<file path="src/rtl/ultrasonic_pkg.sv">
// Shared types and default timing for the HC-SR04 style ultrasonic ranger.
package ultrasonic_pkg;

  // Counter widths (us counter covers the 60000 us hold-off)
  localparam int unsigned US_CNT_W  = 17;
  localparam int unsigned SUB_CNT_W = 6;
  localparam int unsigned CM_CNT_W  = 9;
  localparam int unsigned ERR_W     = 2;
  localparam int unsigned STATE_W   = 3;

  // Default timing, all in microsecond ticks
  localparam int unsigned TRIG_US_DEF         = 10;
  localparam int unsigned CM_DIV_US_DEF       = 58;
  localparam int unsigned ECHO_TIMEOUT_US_DEF = 30000;
  localparam int unsigned MAX_CM_DEF          = 400;
  localparam int unsigned HOLDOFF_US_DEF      = 60000;

  // Measurement FSM states
  localparam logic [STATE_W-1:0] ST_IDLE      = 3'd0;
  localparam logic [STATE_W-1:0] ST_TRIG      = 3'd1;
  localparam logic [STATE_W-1:0] ST_WAIT_RISE = 3'd2;
  localparam logic [STATE_W-1:0] ST_MEASURE   = 3'd3;
  localparam logic [STATE_W-1:0] ST_HOLDOFF   = 3'd4;

  // Result status codes
  typedef enum logic [ERR_W-1:0] {
    ERR_OK        = 2'd0,
    ERR_NO_ECHO   = 2'd1,
    ERR_OVERRANGE = 2'd2
  } err_e;

  // Measurement result payload presented to the display logic
  typedef struct packed {
    logic [CM_CNT_W-1:0] distance_cm;
    err_e                err;
  } result_t;

endpackage

</file>
<file path="src/rtl/ultrasonic_ranger_if.sv">
// Request/result bus between the ranger and its host (display/FND logic).
interface ultrasonic_ranger_if;
  import ultrasonic_pkg::*;

  logic                start;
  logic                busy;
  logic                valid;
  logic [CM_CNT_W-1:0] distance_cm;
  logic [ERR_W-1:0]    err;

  modport master (output start, input busy, valid, distance_cm, err);
  modport slave  (input start, output busy, valid, distance_cm, err);

endinterface

</file>
<file path="src/rtl/echo_sync_edge.sv">
// Two-flop synchronizer for the raw sensor echo with registered rise/fall pulses.
module echo_sync_edge (
  input  logic clk,
  input  logic reset_n,
  input  logic echo,
  output logic rise,
  output logic fall
);

  logic sync1;
  logic sync2;
  logic sync2_d;

  // Synchronize echo, then register single-cycle edge pulses
  always_ff @(posedge clk or negedge reset_n) begin
    if (!reset_n) begin
      sync1   <= 1'b0;
      sync2   <= 1'b0;
      sync2_d <= 1'b0;
      rise    <= 1'b0;
      fall    <= 1'b0;
    end else begin
      sync1   <= echo;
      sync2   <= sync1;
      sync2_d <= sync2;
      rise    <= sync2 & ~sync2_d;
      fall    <= ~sync2 & sync2_d;
    end
  end

endmodule

</file>
<file path="src/rtl/ultrasonic_ranger.sv">
// HC-SR04 style ranger: issues trigger, times echo in us ticks, reports cm.
// Optional build macro ULTRASONIC_AUTO_TRIG_EN: measure continuously without start.
module ultrasonic_ranger
  import ultrasonic_pkg::*;
#(
  parameter int unsigned TRIG_US         = TRIG_US_DEF,
  parameter int unsigned CM_DIV_US       = CM_DIV_US_DEF,
  parameter int unsigned ECHO_TIMEOUT_US = ECHO_TIMEOUT_US_DEF,
  parameter int unsigned MAX_CM          = MAX_CM_DEF,
  parameter int unsigned HOLDOFF_US      = HOLDOFF_US_DEF
) (
  input  logic               clk,
  input  logic               reset_n,
  input  logic               clk_usec,
  input  logic               echo,
  output logic               trig,
  ultrasonic_ranger_if.slave bus
);

  localparam logic [US_CNT_W-1:0]  TRIG_LAST    = US_CNT_W'(TRIG_US);
  localparam logic [US_CNT_W-1:0]  TIMEOUT_LAST = US_CNT_W'(ECHO_TIMEOUT_US - 1);
  localparam logic [US_CNT_W-1:0]  HOLDOFF_LAST = US_CNT_W'(HOLDOFF_US - 1);
  localparam logic [SUB_CNT_W-1:0] SUB_LAST     = SUB_CNT_W'(CM_DIV_US - 1);
  localparam logic [CM_CNT_W-1:0]  CM_SAT       = CM_CNT_W'(MAX_CM);

  logic                 echo_rise;
  logic                 echo_fall;
  logic                 go_c;

  logic [STATE_W-1:0]   state;
  logic [STATE_W-1:0]   state_nx;
  logic [US_CNT_W-1:0]  us_cnt;
  logic [US_CNT_W-1:0]  us_cnt_nx;
  logic [SUB_CNT_W-1:0] sub_cnt;
  logic [SUB_CNT_W-1:0] sub_cnt_nx;
  logic [CM_CNT_W-1:0]  cm_cnt;
  logic [CM_CNT_W-1:0]  cm_cnt_nx;
  result_t              result;
  result_t              result_nx;
  logic                 valid_nx;
  logic                 valid;
  logic                 busy;

  echo_sync_edge u_echo_sync_edge (
    .clk     (clk),
    .reset_n (reset_n),
    .echo    (echo),
    .rise    (echo_rise),
    .fall    (echo_fall)
  );

`ifdef ULTRASONIC_AUTO_TRIG_EN
  // Free-running: leave IDLE as soon as it is reached
  assign go_c = 1'b1;
`else
  // Host-requested: start is only looked at while idle
  assign go_c = bus.start;
`endif

  // State, counters and registered outputs
  always_ff @(posedge clk or negedge reset_n) begin
    if (!reset_n) begin
      state   <= ST_IDLE;
      us_cnt  <= '0;
      sub_cnt <= '0;
      cm_cnt  <= '0;
      result  <= '{distance_cm: '0, err: ERR_OK};
      valid   <= 1'b0;
      trig    <= 1'b0;
      busy    <= 1'b0;
    end else begin
      state   <= state_nx;
      us_cnt  <= us_cnt_nx;
      sub_cnt <= sub_cnt_nx;
      cm_cnt  <= cm_cnt_nx;
      result  <= result_nx;
      valid   <= valid_nx;
      trig    <= (state_nx == ST_TRIG);
      busy    <= (state_nx != ST_IDLE);
    end
  end

  // Next-state, counter and result logic
  always_comb begin
    state_nx   = state;
    us_cnt_nx  = us_cnt;
    sub_cnt_nx = sub_cnt;
    cm_cnt_nx  = cm_cnt;
    result_nx  = result;
    valid_nx   = 1'b0;

    case (state)
      ST_IDLE: begin
        if (go_c) begin
          state_nx   = ST_TRIG;
          us_cnt_nx  = '0;
          sub_cnt_nx = '0;
          cm_cnt_nx  = '0;
        end
      end

      // Trigger stays high until the (TRIG_US+1)th tick, giving 10..11 us
      ST_TRIG: begin
        if (clk_usec) begin
          if (us_cnt == TRIG_LAST) begin
            state_nx  = ST_WAIT_RISE;
            us_cnt_nx = '0;
          end else begin
            us_cnt_nx = us_cnt + US_CNT_W'(1);
          end
        end
      end

      // A level already high on entry produces no rise pulse, so it is ignored
      ST_WAIT_RISE: begin
        if (echo_rise) begin
          state_nx   = ST_MEASURE;
          us_cnt_nx  = '0;
          sub_cnt_nx = '0;
          cm_cnt_nx  = '0;
        end else if (clk_usec) begin
          if (us_cnt == TIMEOUT_LAST) begin
            state_nx      = ST_HOLDOFF;
            us_cnt_nx     = '0;
            result_nx.err = ERR_NO_ECHO;
            valid_nx      = 1'b1;
          end else begin
            us_cnt_nx = us_cnt + US_CNT_W'(1);
          end
        end
      end

      // Priority: saturation, then falling edge, then tick
      ST_MEASURE: begin
        if (cm_cnt >= CM_SAT) begin
          state_nx              = ST_HOLDOFF;
          us_cnt_nx             = '0;
          result_nx.distance_cm = CM_SAT;
          result_nx.err         = ERR_OVERRANGE;
          valid_nx              = 1'b1;
        end else if (echo_fall) begin
          state_nx              = ST_HOLDOFF;
          us_cnt_nx             = '0;
          result_nx.distance_cm = cm_cnt;
          result_nx.err         = ERR_OK;
          valid_nx              = 1'b1;
        end else if (clk_usec) begin
          if (sub_cnt == SUB_LAST) begin
            sub_cnt_nx = '0;
            cm_cnt_nx  = cm_cnt + CM_CNT_W'(1);
          end else begin
            sub_cnt_nx = sub_cnt + SUB_CNT_W'(1);
          end
        end
      end

      // Sensor recovery time before another trigger is allowed
      ST_HOLDOFF: begin
        if (clk_usec) begin
          if (us_cnt == HOLDOFF_LAST) begin
            state_nx  = ST_IDLE;
            us_cnt_nx = '0;
          end else begin
            us_cnt_nx = us_cnt + US_CNT_W'(1);
          end
        end
      end

      default: begin
        state_nx = ST_IDLE;
      end
    endcase
  end

  // Result bus driven straight from registers
  assign bus.valid       = valid;
  assign bus.busy        = busy;
  assign bus.distance_cm = result.distance_cm;
  assign bus.err         = result.err;

endmodule

</file>
<file path="src/flat_wrapper.sv">
// flat-port wrapper written by rule: the top's interface ports become plain ports
module ultrasonic_ranger_flat import ultrasonic_pkg::*;
#(
  parameter int unsigned TRIG_US         = TRIG_US_DEF,
  parameter int unsigned CM_DIV_US       = CM_DIV_US_DEF,
  parameter int unsigned ECHO_TIMEOUT_US = ECHO_TIMEOUT_US_DEF,
  parameter int unsigned MAX_CM          = MAX_CM_DEF,
  parameter int unsigned HOLDOFF_US      = HOLDOFF_US_DEF
)
  (clk, reset_n, clk_usec, echo, trig, bus_start, bus_busy, bus_valid, bus_distance_cm, bus_err);
  ultrasonic_ranger_if bus_i ();
  input  logic clk;
  input  logic reset_n;
  input  logic clk_usec;
  input  logic echo;
  output logic trig;
  input wire logic [$bits(bus_i.start)-1:0] bus_start;
  output wire logic [$bits(bus_i.busy)-1:0] bus_busy;
  output wire logic [$bits(bus_i.valid)-1:0] bus_valid;
  output wire logic [$bits(bus_i.distance_cm)-1:0] bus_distance_cm;
  output wire logic [$bits(bus_i.err)-1:0] bus_err;
  assign bus_i.start = bus_start;
  assign bus_busy = bus_i.busy;
  assign bus_valid = bus_i.valid;
  assign bus_distance_cm = bus_i.distance_cm;
  assign bus_err = bus_i.err;
  ultrasonic_ranger #(.TRIG_US(TRIG_US), .CM_DIV_US(CM_DIV_US), .ECHO_TIMEOUT_US(ECHO_TIMEOUT_US), .MAX_CM(MAX_CM), .HOLDOFF_US(HOLDOFF_US)) u_core (.clk(clk), .reset_n(reset_n), .clk_usec(clk_usec), .echo(echo), .trig(trig), .bus(bus_i));
endmodule
</file>
<file path="config.mk">
export PLATFORM = sky130hd
export DESIGN_NAME = ultrasonic_ranger_flat
export DESIGN_NICKNAME = d
export VERILOG_FILES = /design/src/rtl/ultrasonic_pkg.sv /design/src/rtl/ultrasonic_ranger_if.sv /design/src/rtl/echo_sync_edge.sv /design/src/rtl/ultrasonic_ranger.sv /design/src/flat_wrapper.sv
export SDC_FILE = /design/constraint.sdc
export NUM_CORES = 1
export LEC_CHECK = 0
export ABC_AREA = 1
export BUFFER_PORTS_ARGS = -buffer_cell sky130_fd_sc_hd__buf_4
export CORE_AREA = 2 2 105 107
export DETAILED_ROUTE_END_ITERATION = 8
export DIE_AREA = 0 0 107 109
export GPL_ROUTABILITY_DRIVEN = 0
export PLACE_DENSITY = 0.43
export SYNTH_ARGS = -nofsm -noshare
export SYNTH_HDL_FRONTEND = slang
export SYNTH_SLANG_ARGS = --single-unit
</file>
<file path="constraint.sdc">
create_clock -name clk -period 2 [get_ports clk]
set_input_delay 0 -clock clk [delete_from_list [all_inputs] [get_ports clk]]
set_output_delay 0 -clock clk [all_outputs]
set_load 0.05 [all_outputs]
</file>
==> results of run 1 <==
==> cells in the mapped netlist, types with 2 or more instances <==
library cell	number	area share
sky130_fd_sc_hd__nor3_1	6	0.0097
sky130_fd_sc_hd__ha_1	6	0.024
sky130_fd_sc_hd__nor2_4	2	0.0073
sky130_fd_sc_hd__o21ai_0	22	0.036
sky130_fd_sc_hd__inv_1	44	0.053
sky130_fd_sc_hd__nand2_1	129	0.16
sky130_fd_sc_hd__dfrtp_1	54	0.44
sky130_fd_sc_hd__xnor2_1	5	0.014
sky130_fd_sc_hd__nor2_2	5	0.010
sky130_fd_sc_hd__nand2_2	3	0.0061
sky130_fd_sc_hd__inv_2	4	0.0048
sky130_fd_sc_hd__nand4_1	13	0.026
sky130_fd_sc_hd__buf_6	4	0.015
sky130_fd_sc_hd__or2_2	2	0.0040
sky130_fd_sc_hd__nor2_1	58	0.070
sky130_fd_sc_hd__o21ai_1	2	0.0032
sky130_fd_sc_hd__xor2_1	6	0.017
sky130_fd_sc_hd__nand3_1	33	0.053
sky130_fd_sc_hd__a21oi_1	15	0.024
==> cells in the final DEF (no fill, tap or decap), drive strengths merged <==
master       synthesis  final
inv                 49     50
or2                  2      2
o211a                1      1
a21oi               15     15
dlygate4sd3          0      2
nor2                65     65
nand3               34     34
nand4               13     13
dfrtp               54     54
clkbuf               0      5
o211ai               1      1
buf                  6     39
a31oi                1      1
xnor2                5      5
ha                   6      6
o21ai               24     24
nand2              133    133
xor2                 6      6
nor3                 7      7
nand3b               1      1
clkinv               0      1
==> worst max path at each step <==
stage,start,end,slack [ps]
CTS,u_core.sub_cnt[1],u_core.cm_cnt[1],90
detailed placement,u_core.sub_cnt[1],u_core.cm_cnt[1],120
floorplan,u_core.sub_cnt[1],u_core.cm_cnt[8],380
global placement,u_core.sub_cnt[1],u_core.cm_cnt[1],130
global route,u_core.sub_cnt[1],u_core.cm_cnt[1],9
finish,u_core.sub_cnt[1],u_core.cm_cnt[1],170
==> layout make-up <==
class	count	area, um2
sequential	54	1350
multi-input combinational	314	1520
clock inverter	2	13.8
fill	1148	6960
timing repair buffer	41	329
tap	140	175
clock buffer	5	68.8
inverter	49	189
==> worst min-delay path, delay by kind of cell <==
family	cells	cell delay, ps
and+or+nand+nor	4	270
buffers and inverters	1	80
==> registers in the layout, summed over array words and instances, names as in the netlist <==
signal / flops
u_core.us_cnt: 17
u_core.bus.distance_cm: 9
u_core.cm_cnt: 9
u_core.sub_cnt: 6
u_core.state: 3
u_core.bus.err: 2
u_core.bus.busy: 1
u_core.bus.valid: 1
u_core.trig: 1
u_core.u_echo_sync_edge.fall: 1
u_core.u_echo_sync_edge.rise: 1
u_core.u_echo_sync_edge.sync1: 1
u_core.u_echo_sync_edge.sync2: 1
u_core.u_echo_sync_edge.sync2_d: 1
==> kinds of logic (layout without fill, tap and decap cells) <==
logic type | after synthesis | count (layout) | share of synthesized area
and+or+nand+nor | 255 | 255 | 0.358
adders and majority gates | 6 | 6 | 0.0242
buffers and inverters | 55 | 97 | 0.0796
DFF | 54 | 54 | 0.436
AOI/OAI and AO/OA | 42 | 42 | 0.0707
xor gates and xnor gates | 11 | 11 | 0.0311
==> power groups by stage <==
stage,combinational [mW],clock (mW),sequential (mW)
2_1_floorplan,0.645,0,1.42
3_3_place_gp,1.17,0,1.28
3_5_place_dp,1.17,0,1.28
4_1_cts,1.18,0.686,1.26
5_1_grt,1.35,0.724,1.27
6_report,1.22,0.641,1.26
==> layer usage <==
layer | GRT usage | share of wire | vias to the layer above
met5 | 0 | 0 | -
met4 | 0.0417 | 0.0088 | 0
met3 | 0.0341 | 0.019 | 4
met2 | 0.213 | 0.44 | 22
met1 | 0.217 | 0.54 | 1310
li1 | - | - | 1427
==> repair_timing <==
action	in CTS	in global routing
setup buffers	0	3
endpoints found under the hold margin	55	0
setup endpoints to repair	0	14
hold buffers	2	0
gates resized for setup	0	6
==> metrics.txt, run 1 <==
# TYPE chip_impl_metric gauge
chip_impl_metric{name="antenna_left",unit=""} 0
chip_impl_metric{name="timing.critical_path.arrival",unit="ps"} 2100
chip_impl_metric{name="tightestPinTransition",unit="ps"} 738
chip_impl_info{name="worst_path_dominant_cell_family",value="simple AND/OR/NAND/NOR gates"} 1
chip_impl_metric{name="avgRoutedWirePerCell",unit="um"} 13.0
chip_impl_metric{name="part_of_the_yosys_area_used_for_sequential_elements",unit=""} 0.436
chip_impl_metric{name="drt_pre_antenna_iters",unit=""} 4
chip_impl_metric{name="ff2ff_setup_slack",unit="ps"} 170
chip_impl_info{name="r2r_end",value="u_core.cm_cnt[1]"} 1
chip_impl_metric{name="maxcap_violations",unit=""} 0
chip_impl_metric{name="fin_area",unit="um2"} 3640
chip_impl_metric{name="drc",unit=""} 0
chip_impl_metric{name="synth_area_per_cell",unit="um2"} 7.32
chip_impl_info{name="critical_setup_path_kind",value="flip-flop to flip-flop"} 1
chip_impl_metric{name="powerDensity",unit="nW/um2"} 855
chip_impl_info{name="start_kind",value="flip-flop"} 1
chip_impl_info{name="clock-root-buffer",value="sky130_fd_sc_hd__clkbuf_8"} 1
chip_impl_info{name="worstSetupEndpointType",value="flip-flop"} 1
chip_impl_metric{name="syn_inst_count",unit=""} 423
chip_impl_info{name="tritoncts_clock_tree",value="built"} 1
chip_impl_metric{name="period_needed",unit="ps"} 1830
chip_impl_metric{name="floorplan.initialDensity",unit=""} 0.292
chip_impl_metric{name="floorplan.die_area",unit="um2"} 11700
chip_impl_metric{name="post_layout_nonfiller_instances",unit=""} 605
chip_impl_metric{name="drt-total-wl",unit="um"} 7850
chip_impl_metric{name="clk_pin_slew",unit="ps"} 110
chip_impl_metric{name="syn_nets",unit=""} 434
chip_impl_metric{name="p_leak",unit="nW"} 1.77
chip_impl_metric{name="crit_path_max_incr_delay",unit="ps"} 420
chip_impl_metric{name="switching_share",unit=""} 0.414
chip_impl_metric{name="postSynthRegisterBits",unit=""} 54
chip_impl_info{name="ys_dominant_reg_cell",value="sky130_fd_sc_hd__dfrtp_1"} 1
chip_impl_metric{name="syn_to_final_growth",unit="%"} 17.7
chip_impl_metric{name="global_route.overflow_total",unit=""} 0
chip_impl_metric{name="finalPower",unit="mW"} 3.12
chip_impl_metric{name="die_h",unit="um"} 109
chip_impl_metric{name="floorplan.rows",unit=""} 38
chip_impl_metric{name="drt-vias-per-instance",unit=""} 4.57
chip_impl_metric{name="cts.path.max_buffers",unit=""} 2
chip_impl_metric{name="fmax",unit="GHz"} 0.547
chip_impl_metric{name="slew_violations",unit=""} 0
chip_impl_metric{name="finClkSkew",unit="ps"} 9.24
chip_impl_info{name="holdPathEnd",value="u_core.state[0]"} 1
chip_impl_metric{name="worst_hold_path.num_cells",unit=""} 5
chip_impl_metric{name="layout_setup_ws",unit="ps"} 173
chip_impl_info{name="critical_path.cell_chain",value="inv_1 > ha_1 > inv_1 > nor2_1 > nand3_2 > nand2_1 > nand2_2 > nor3_4 > buf_6 > nand3b_1 > nand2_1"} 1
chip_impl_metric{name="number_of_buffers_added_by_the_clock_tree_synthesis_step",unit=""} 5
chip_impl_metric{name="tritoncts_num_sinks",unit=""} 54
chip_impl_metric{name="synth_enable_flop_cells",unit=""} 0
chip_impl_metric{name="critical_path_depth",unit=""} 11
chip_impl_metric{name="chipWidth",unit="um"} 107
chip_impl_metric{name="internal-power",unit="mW"} 1.83
chip_impl_metric{name="first_pass_grt_wire_length",unit="um"} 13300
chip_impl_metric{name="setup_violations",unit=""} 0
chip_impl_metric{name="critical_path_required",unit="ps"} 2270
chip_impl_metric{name="via_count",unit=""} 2763
chip_impl_metric{name="placedInstanceArea",unit="um2"} 3500
chip_impl_metric{name="n_antenna_cell",unit=""} 0
chip_impl_metric{name="placement.io_buffers",unit=""} 18
chip_impl_metric{name="comb_power_share",unit=""} 0.391
chip_impl_metric{name="crit_fanout",unit=""} 7
chip_impl_metric{name="place.detailed.instances",unit=""} 593
chip_impl_metric{name="setup-tns-final",unit="ps"} 0
chip_impl_metric{name="coreArea",unit="um2"} 10600
chip_impl_info{name="timing.hold.worst.class",value="input pin to flip-flop"} 1
chip_impl_metric{name="synth.yosys.warnings",unit=""} 0
chip_impl_metric{name="syn-cell-area",unit="um2"} 3100
chip_impl_metric{name="clkLatencyLatePin",unit="ps"} 330
chip_impl_metric{name="grt_start_max_net_pins",unit=""} 55
chip_impl_metric{name="p_sw",unit="mW"} 1.29
chip_impl_metric{name="cts_htree_levels",unit=""} 2
chip_impl_metric{name="worst_hold_slack",unit="ps"} 50.3
chip_impl_metric{name="yosys.cell_types.count",unit=""} 29
chip_impl_metric{name="grt_pass1_vias",unit=""} 2639
chip_impl_metric{name="gr-usage-all-layers",unit=""} 0.147
chip_impl_metric{name="flop_pwr_share",unit=""} 0.403
chip_impl_metric{name="hpwlAfterDp",unit="um"} 5690
chip_impl_metric{name="layout.core_utilization",unit=""} 0.344
chip_impl_metric{name="power_frac_clock",unit=""} 0.206
chip_impl_metric{name="final-hold-violation-count",unit=""} 0
chip_impl_info{name="worstHoldStart",value="bus_start"} 1
chip_impl_info{name="run_status",value="complete, no violations"} 1
chip_impl_metric{name="antenna_found_initial",unit=""} 0
chip_impl_metric{name="pre_cts_slack",unit="ps"} 125
chip_impl_metric{name="ys_async_sr_fraction",unit=""} 1.00
chip_impl_metric{name="vdd_ir_drop_max",unit="mV"} 0.308
chip_impl_info{name="max_stage_delay_cell_worst_path",value="sky130_fd_sc_hd__dfrtp_1"} 1
chip_impl_metric{name="finalCritPeriodShare",unit=""} 0.914
chip_impl_metric{name="fin_nets",unit=""} 476
chip_impl_metric{name="ioPinCount",unit=""} 19
chip_impl_metric{name="critical_path_buf_inv_count",unit=""} 3
chip_impl_metric{name="r2r_cells",unit=""} 11
chip_impl_metric{name="share_of_final_layout_standard_cells_stronger_than_drive_strength_1",unit=""} 0.148
chip_impl_info{name="rsz_0062_raised_after_global_routing",value="no"} 1
chip_impl_metric{name="dr.first_iter.drc_count",unit=""} 114
chip_impl_metric{name="timing.slew.headroom",unit=""} 0.506
chip_impl_info{name="r2r_start",value="u_core.sub_cnt[1]"} 1
(Power assumes the default switching activity.)
==> run 2: changes to the inputs <==
- ABC_AREA: 1 -> unset
- CELL_PAD_IN_SITES_DETAIL_PLACEMENT: unset -> 1
- CELL_PAD_IN_SITES_GLOBAL_PLACEMENT: unset -> 2
- CORE_AREA: 2 2 105 107 -> 2 2 100 102
- DIE_AREA: 0 0 107 109 -> 0 0 102 104
- PLACE_DENSITY: 0.43 -> 0.61
==> run 2 against run 1 <==
Net effect:
- the run now ends with negative setup slack left
- synthesized cell count shrank 33%
- combinational power grew 84%
- via count shrank 15%
- clock power grew 4.8%
- sequential share of layout area shrank 1.9 points
- critical path depth shrank 4
- non-clock buffer count grew 38
- count of clock-buffer cells in the layout is the same
- flip-flop and latch count is the same
- final cell count shrank 19%
- critical path type unchanged
- largest cell class unchanged
- largest power group is now combinational cells
==> metrics.txt, run 2 <==
# TYPE chip_impl_metric gauge
chip_impl_metric{name="largest_reg_flops",unit=""} 17
chip_impl_metric{name="cts_htree_levels",unit=""} 2
chip_impl_metric{name="coreArea",unit="um2"} 9550
chip_impl_metric{name="ys_async_sr_fraction",unit=""} 1.00
chip_impl_metric{name="setup_violations",unit=""} 17
chip_impl_metric{name="vdd_ir_drop_max",unit="mV"} 0.473
chip_impl_metric{name="slew_violations",unit=""} 0
chip_impl_metric{name="layout_setup_ws",unit="ps"} -114
chip_impl_metric{name="finalCritPeriodShare",unit=""} 1.06
chip_impl_metric{name="finClkSkew",unit="ps"} 12.3
chip_impl_metric{name="gr-usage-all-layers",unit=""} 0.147
chip_impl_metric{name="synth_enable_flop_cells",unit=""} 0
chip_impl_metric{name="drc",unit=""} 0
chip_impl_metric{name="avgRoutedWirePerCell",unit="um"} 15.4
chip_impl_info{name="ys_dominant_reg_cell",value="sky130_fd_sc_hd__dfrtp_1"} 1
chip_impl_metric{name="routed-wl-met3",unit="um"} 180
chip_impl_metric{name="dr.first_iter.drc_count",unit=""} 49
chip_impl_metric{name="clkLatencyLatePin",unit="ps"} 320
chip_impl_metric{name="synth.yosys.warnings",unit=""} 0
chip_impl_metric{name="syn_inst_count",unit=""} 282
chip_impl_metric{name="n_antenna_cell",unit=""} 0
chip_impl_metric{name="number_of_buffers_added_by_the_clock_tree_synthesis_step",unit=""} 5
chip_impl_info{name="maxUsedRoutingLayer",value="met4"} 1
chip_impl_metric{name="syn_to_final_growth",unit="%"} 37.4
chip_impl_metric{name="timing.slew.headroom",unit=""} 0.511
chip_impl_metric{name="postSynthRegisterBits",unit=""} 54
chip_impl_metric{name="internal-power",unit="mW"} 2.46
chip_impl_info{name="largest_register",value="u_core.us_cnt"} 1
chip_impl_metric{name="floorplan.die_area",unit="um2"} 10600
chip_impl_metric{name="crit_fanout",unit=""} 7
chip_impl_metric{name="die_h",unit="um"} 104
chip_impl_metric{name="comb_power_share",unit=""} 0.515
chip_impl_metric{name="drt_pre_antenna_iters",unit=""} 4
chip_impl_metric{name="critical_path_required",unit="ps"} 2220
chip_impl_metric{name="final-hold-violation-count",unit=""} 0
chip_impl_metric{name="post_layout_nonfiller_instances",unit=""} 489
chip_impl_info{name="start_kind",value="flip-flop"} 1
chip_impl_metric{name="hpwlAfterDp",unit="um"} 5220
chip_impl_info{name="violations",value="negative setup slack"} 1
chip_impl_metric{name="clk_pin_slew",unit="ps"} 120
chip_impl_metric{name="drt-vias-per-instance",unit=""} 4.80
chip_impl_metric{name="tightestPinTransition",unit="ps"} 734
chip_impl_info{name="timing.hold.worst.class",value="input pin to flip-flop"} 1
chip_impl_metric{name="nFillCells",unit=""} 1092
chip_impl_metric{name="syn_nets",unit=""} 293
chip_impl_info{name="critical_setup_path_kind",value="flip-flop to flip-flop"} 1
chip_impl_metric{name="ioPinCount",unit=""} 19
chip_impl_metric{name="drt-total-wl",unit="um"} 7530
chip_impl_metric{name="synth_area_per_cell",unit="um2"} 9.94
chip_impl_metric{name="yosys.cell_types.count",unit=""} 53
chip_impl_metric{name="layout.core_utilization",unit=""} 0.403
chip_impl_metric{name="p_leak",unit="nW"} 1.69
chip_impl_metric{name="share_of_final_layout_standard_cells_stronger_than_drive_strength_1",unit=""} 0.382
chip_impl_metric{name="ff_latch_area",unit="um2"} 1360
chip_impl_metric{name="synth_top_cell_area_share",unit=""} 0.482
chip_impl_metric{name="floorplan.initialDensity",unit=""} 0.294
chip_impl_metric{name="multiInputGateArea",unit="um2"} 1540
chip_impl_metric{name="power_frac_clock",unit=""} 0.154
chip_impl_metric{name="floorplan.rows",unit=""} 36
chip_impl_metric{name="placement.io_buffers",unit=""} 18
chip_impl_metric{name="antenna_left",unit=""} 0
chip_impl_info{name="most_common_cell_after_layout_fill_and_taps_aside",value="sky130_fd_sc_hd__buf_4"} 1
chip_impl_metric{name="met1_length",unit="um"} 3890
chip_impl_info{name="final_cell_mix",value="72 x sky130_fd_sc_hd__buf_4, 50 x sky130_fd_sc_hd__dfrtp_1, 30 x sky130_fd_sc_hd__nor2_1"} 1
chip_impl_metric{name="grt_start_max_net_pins",unit=""} 55
chip_impl_metric{name="fin_area",unit="um2"} 3850
chip_impl_metric{name="placedInstanceArea",unit="um2"} 3430
chip_impl_metric{name="powerDensity",unit="nW/um2"} 1130
chip_impl_info{name="rsz_0062_raised_after_global_routing",value="yes"} 1
chip_impl_metric{name="grt_pass1_vias",unit=""} 2390
chip_impl_info{name="yosys.cell_count.top_type",value="sky130_fd_sc_hd__dfrtp_1"} 1
chip_impl_metric{name="fmax",unit="GHz"} 0.473
chip_impl_metric{name="part_of_the_yosys_area_used_for_sequential_elements",unit=""} 0.482
chip_impl_info{name="worstSetupEndpointType",value="flip-flop"} 1
chip_impl_metric{name="global_route.overflow_total",unit=""} 0
chip_impl_info{name="tritoncts_clock_tree",value="built"} 1
chip_impl_metric{name="timing.critical_path.arrival",unit="ps"} 2330
chip_impl_metric{name="p_sw",unit="mW"} 1.89
chip_impl_metric{name="chipWidth",unit="um"} 102
chip_impl_info{name="clock-root-buffer",value="sky130_fd_sc_hd__clkbuf_8"} 1
chip_impl_info{name="run_status",value="finished, violations left"} 1
chip_impl_metric{name="flop_pwr_share",unit=""} 0.330
chip_impl_metric{name="period_needed",unit="ps"} 2110
chip_impl_metric{name="fin_nets",unit=""} 366
chip_impl_info{name="ys_top_cells_by_area",value="sky130_fd_sc_hd__dfrtp_1 48%, sky130_fd_sc_hd__nor2_1 5.9%, sky130_fd_sc_hd__xnor2_1 5.6%"} 1
chip_impl_metric{name="via_count",unit=""} 2346
chip_impl_metric{name="syn-cell-area",unit="um2"} 2800
chip_impl_metric{name="switching_share",unit=""} 0.435
chip_impl_info{name="synth_area_leader_cell",value="sky130_fd_sc_hd__dfrtp_1"} 1
chip_impl_metric{name="met2_length",unit="um"} 3410
chip_impl_metric{name="setup-tns-final",unit="ps"} -1400
chip_impl_metric{name="tritoncts_num_sinks",unit=""} 54
chip_impl_metric{name="first_pass_grt_wire_length",unit="um"} 12400
chip_impl_metric{name="pre_cts_slack",unit="ps"} -127
chip_impl_metric{name="place.detailed.instances",unit=""} 470
chip_impl_metric{name="cts.path.max_buffers",unit=""} 2
chip_impl_metric{name="maxcap_violations",unit=""} 0
chip_impl_info{name="ys_top_cells_by_count",value="54 x sky130_fd_sc_hd__dfrtp_1, 44 x sky130_fd_sc_hd__nor2_1, 18 x sky130_fd_sc_hd__xnor2_1, 15 x sky130_fd_sc_hd__nand2_1, 14 x sky130_fd_sc_hd__nand3_1"} 1
chip_impl_metric{name="antenna_found_initial",unit=""} 0
==> run 2: logic make-up after synthesis <==
group,count (synthesis),synth area share
AO/OA/AOI/OAI,37,0.0946
XOR/XNOR,22,0.0687
adder cells (fa/ha/maj),6,0.0268
buffers and inverters,24,0.0406
flip-flops,54,0.482
multiplexers,5,0.0192
AND/OR/NAND/NOR,134,0.268
==> run 2: what timing repair did <==
item,CTS,global route
hold buffers,2,0
pin swaps,10,16
endpoints found under the setup margin,21,31
endpoints found under the hold margin,55,0
cloned,0,1
setup buffers,3,6
resized for setup,8,40
==> run 2: metrics by stage <==
| stage | hold slack [ps] | power, mW |
|---|---|---|
| finish | 110 | 4.35 |
| global route | 127 | 4.63 |
| CTS | 99.7 | 4.10 |
| detailed placement | 111 | 3.35 |
| global placement | 111 | 3.34 |
| floorplan | -296 | 2.61 |
==> run 2: final timing paths <==
path / depth (start not counted) / slack, ps / to / startpoint
max in group asynchronous: 2 / 1190 / u_core.us_cnt[1] / reset_n
setup / recovery: 7 / -110 / u_core.us_cnt[13] / u_core.us_cnt[4]
hold reg to reg: 0 / 370 / u_core.u_echo_sync_edge.sync2 / u_core.u_echo_sync_edge.sync1
setup reg to reg: 7 / -110 / u_core.us_cnt[13] / u_core.us_cnt[4]
min in group asynchronous: 2 / 260 / u_core.us_cnt[10] / reset_n
hold / removal: 4 / 110 / u_core.bus.err[0] / clk_usec
==> run 2: power by group through the flow <==
stage                     Combinational [mW]  Sequential [mW]  Clock (mW)
after floorplan                        0.919             1.69           0
after global placement                  1.89             1.45           0
after detailed placement                1.90             1.45           0
after CTS                               1.96             1.43       0.708
after global routing                    2.42             1.47       0.745
final                                   2.24             1.43       0.672
==> run 2: critical path, stage by stage (launching register included) <==
cell                        delay (ps)
sky130_fd_sc_hd__dfrtp_1           410
sky130_fd_sc_hd__or2_1             250
sky130_fd_sc_hd__or4_4             440
sky130_fd_sc_hd__o21ai_0           180
sky130_fd_sc_hd__o211a_1           230
sky130_fd_sc_hd__nor2b_4           240
sky130_fd_sc_hd__clkbuf_16         210
sky130_fd_sc_hd__nor2_2             50
==> run 2: final cells by class <==
cell class              instances  area share
clock buffers                   5      0.0179
clock inverters                 3     0.00682
inverters                      11      0.0107
multi-input cells             204       0.401
flip-flops and latches         54       0.352
well taps                     133      0.0432
repair buffers                 79       0.168
==> run 2: metal layers <==
layer	GRT usage	up-vias
li1	-	1144
met1	0.225	1172
met5	0	-
met3	0.0269	4
met4	0.0343	0
met2	0.214	26
==> run 3: changes to the inputs <==
--- a/config.mk
+++ b/config.mk
@@ -12,6 +12,6 @@
 export DETAILED_ROUTE_END_ITERATION = 8
 export DIE_AREA = 0 0 102 104
-export GPL_ROUTABILITY_DRIVEN = 0
 export PLACE_DENSITY = 0.61
+export SLEW_MARGIN = 20
 export SYNTH_ARGS = -nofsm -noshare
 export SYNTH_HDL_FRONTEND = slang
==> constraint.sdc (replaced) <==
create_clock -name clk -period 2 [get_ports clk]
set_input_delay 0.4 -clock clk [delete_from_list [all_inputs] [get_ports clk]]
set_output_delay 0.4 -clock clk [all_outputs]
set_load 0.05 [all_outputs]
==> run 3 against run 2 <==
Net effect:
- the run still ends with negative setup slack left
- critical path type unchanged
- utilization decreased by 2.2 points
- flip-flop and latch count unchanged
- clock skew decreased by 1.7 ps
- critical endpoint is now u_core.bus.busy
- first-iteration DRC count increased by 6.1%
- largest power group unchanged
- routed wire length decreased by 6.0%
- hold slack improved by 16 ps
- sequential share of layout area increased by 1.9 points
- register-to-register slack improved by 50 ps
- total power decreased by 5.7%
- sequential power about the same
==> metrics.txt, run 3 (synthesis results as in run 2) <==
# TYPE chip_impl_metric gauge
chip_impl_metric{name="hpwlAfterDp",unit="um"} 5190
chip_impl_metric{name="share_of_final_layout_standard_cells_stronger_than_drive_strength_1",unit=""} 0.311
chip_impl_metric{name="number_of_buffers_added_by_the_clock_tree_synthesis_step",unit=""} 5
chip_impl_metric{name="place.detailed.instances",unit=""} 471
chip_impl_metric{name="drt_pre_antenna_iters",unit=""} 4
chip_impl_metric{name="grt_start_max_net_pins",unit=""} 55
chip_impl_info{name="run_status",value="finished, violations left"} 1
chip_impl_info{name="critical_setup_path_kind",value="flip-flop to flip-flop"} 1
chip_impl_metric{name="worst_hold_slack",unit="ps"} 126
chip_impl_metric{name="timing.slew.headroom",unit=""} 0.516
chip_impl_info{name="r2r_end",value="u_core.bus.busy"} 1
chip_impl_metric{name="finalPower",unit="mW"} 4.10
chip_impl_metric{name="placement.io_buffers",unit=""} 18
chip_impl_metric{name="n_antenna_cell",unit=""} 0
chip_impl_metric{name="avgRoutedWirePerCell",unit="um"} 14.7
chip_impl_info{name="start_kind",value="flip-flop"} 1
chip_impl_metric{name="maxcap_violations",unit=""} 0
chip_impl_metric{name="dr.first_iter.drc_count",unit=""} 52
chip_impl_metric{name="r2r_cells",unit=""} 7
chip_impl_metric{name="chipWidth",unit="um"} 102
chip_impl_metric{name="final-hold-violation-count",unit=""} 0
chip_impl_metric{name="setup_violations",unit=""} 4
chip_impl_metric{name="global_route.overflow_total",unit=""} 0
chip_impl_metric{name="timing.critical_path.arrival",unit="ps"} 2260
chip_impl_metric{name="fmax",unit="GHz"} 0.484
chip_impl_info{name="timing.hold.worst.class",value="input pin to asynchronous set/reset pin"} 1
chip_impl_metric{name="vdd_ir_drop_max",unit="mV"} 0.478
chip_impl_metric{name="fin_area",unit="um2"} 3640
chip_impl_metric{name="tritoncts_num_sinks",unit=""} 54
chip_impl_info{name="most_common_cell_after_layout_fill_and_taps_aside",value="sky130_fd_sc_hd__buf_4"} 1
chip_impl_metric{name="post_layout_nonfiller_instances",unit=""} 480
chip_impl_metric{name="floorplan.rows",unit=""} 36
chip_impl_metric{name="ioPinCount",unit=""} 19
chip_impl_metric{name="via_count",unit=""} 2299
chip_impl_info{name="violations",value="negative setup slack"} 1
chip_impl_metric{name="drt-vias-per-instance",unit=""} 4.79
chip_impl_metric{name="critical_path_required",unit="ps"} 2200
chip_impl_metric{name="fin_nets",unit=""} 357
chip_impl_metric{name="pre_cts_slack",unit="ps"} -84.2
chip_impl_metric{name="period_needed",unit="ps"} 2070
chip_impl_info{name="critical_path.startpoint",value="u_core.us_cnt[4]"} 1
chip_impl_metric{name="cts.path.max_buffers",unit=""} 2
chip_impl_metric{name="first_pass_grt_wire_length",unit="um"} 12200
chip_impl_metric{name="layout_setup_ws",unit="ps"} -65.9
chip_impl_metric{name="coreArea",unit="um2"} 9550
chip_impl_metric{name="finalCritPeriodShare",unit=""} 1.03
chip_impl_metric{name="tightestPinTransition",unit="ps"} 726
chip_impl_metric{name="floorplan.die_area",unit="um2"} 10600
chip_impl_info{name="r2r_start",value="u_core.us_cnt[4]"} 1
chip_impl_metric{name="die_h",unit="um"} 104
chip_impl_metric{name="clkLatencyLatePin",unit="ps"} 320
chip_impl_metric{name="ff2ff_setup_slack",unit="ps"} -70
chip_impl_metric{name="slew_violations",unit=""} 0
chip_impl_metric{name="powerDensity",unit="nW/um2"} 1130
chip_impl_info{name="tritoncts_clock_tree",value="built"} 1
chip_impl_metric{name="gpl.final_weighted_congestion",unit=""} 0.762
chip_impl_metric{name="cts_htree_levels",unit=""} 2
chip_impl_info{name="worstSetupEndpointType",value="flip-flop"} 1
chip_impl_metric{name="grt_pass1_vias",unit=""} 2406
chip_impl_metric{name="p_leak",unit="nW"} 1.65
chip_impl_metric{name="gr-usage-all-layers",unit=""} 0.145
chip_impl_info{name="largest_register",value="u_core.us_cnt"} 1
chip_impl_metric{name="antenna_left",unit=""} 0
chip_impl_info{name="rsz_0062_raised_after_global_routing",value="yes"} 1
chip_impl_metric{name="placedInstanceArea",unit="um2"} 3440
chip_impl_metric{name="syn_to_final_growth",unit="%"} 30.0
chip_impl_metric{name="floorplan.initialDensity",unit=""} 0.294
chip_impl_metric{name="crit_fanout",unit=""} 3
chip_impl_metric{name="largest_reg_flops",unit=""} 17
chip_impl_metric{name="drc",unit=""} 0
chip_impl_metric{name="clk_pin_slew",unit="ps"} 110
chip_impl_info{name="final_cell_mix",value="68 x sky130_fd_sc_hd__buf_4, 53 x sky130_fd_sc_hd__dfrtp_1, 43 x sky130_fd_sc_hd__nor2_1"} 1
chip_impl_metric{name="antenna_found_initial",unit=""} 0
chip_impl_metric{name="drt-total-wl",unit="um"} 7080
chip_impl_info{name="clock-root-buffer",value="sky130_fd_sc_hd__clkbuf_8"} 1
chip_impl_metric{name="setup-tns-final",unit="ps"} -91.3
chip_impl_metric{name="layout.core_utilization",unit=""} 0.381
chip_impl_metric{name="finClkSkew",unit="ps"} 10.6
-- run 3: cell count changes in the layout (fill, tap and decap cells not counted), sizes merged --
cell	delta
buf	-6
clkinv	-1
clkinvlp	+1
dlygate4sd3	-2
inv	-1
-- run 3: layout make-up --
| type | instances | area (um2) |
|---|---|---|
| multi-input combinational | 204 | 1430 |
| tap | 133 | 166 |
| fill | 1124 | 5910 |
| timing repair buffer | 70 | 551 |
| inverter | 11 | 41.3 |
| sequential | 54 | 1350 |
| clock buffer | 6 | 82.6 |
| clock inverter | 2 | 16.3 |
-- run 3: per-layer routing --
layer  vias up  wire length (um)  track usage
met3         5               171       0.0276
met1      1150              3760        0.224
li1       1120                 -            -
met5         -                 0            0
met2        24              3090        0.210
met4         0                65       0.0324
-- run 3: repair_timing --
action	in CTS	in global routing
endpoints found under the hold margin	0	0
hold buffers	0	0
gates resized for setup	8	11
endpoints found under the setup margin	21	29
buffers inserted	2	0
pin swaps	9	7
-- run 3: worst max-delay path: stages (launching register included) --
cell and delay (ps):
sky130_fd_sc_hd__dfrtp_1 390, sky130_fd_sc_hd__or2_1 240, sky130_fd_sc_hd__buf_4 140, sky130_fd_sc_hd__nor4_2 230, sky130_fd_sc_hd__nand4b_1 150, sky130_fd_sc_hd__a21oi_1 210, sky130_fd_sc_hd__a211oi_2 80, sky130_fd_sc_hd__or4_1 510
-- run 3: worst max path at each step --
| stage | depth (start not counted) | to |
|---|---|---|
| CTS | 7 | u_core.bus.busy |
| global placement | 6 | u_core.bus.busy |
| detailed placement | 7 | u_core.bus.busy |
| global route | 7 | u_core.bus.busy |
| finish | 7 | u_core.bus.busy |
| floorplan | 5 | u_core.bus.busy |
-- run 3: report_power, final --
part,total (mW),switching [mW],internal [mW]
clock network,0.682,0.395,0.286
logic,1.99,1.17,0.814
registers,1.43,0.165,1.27
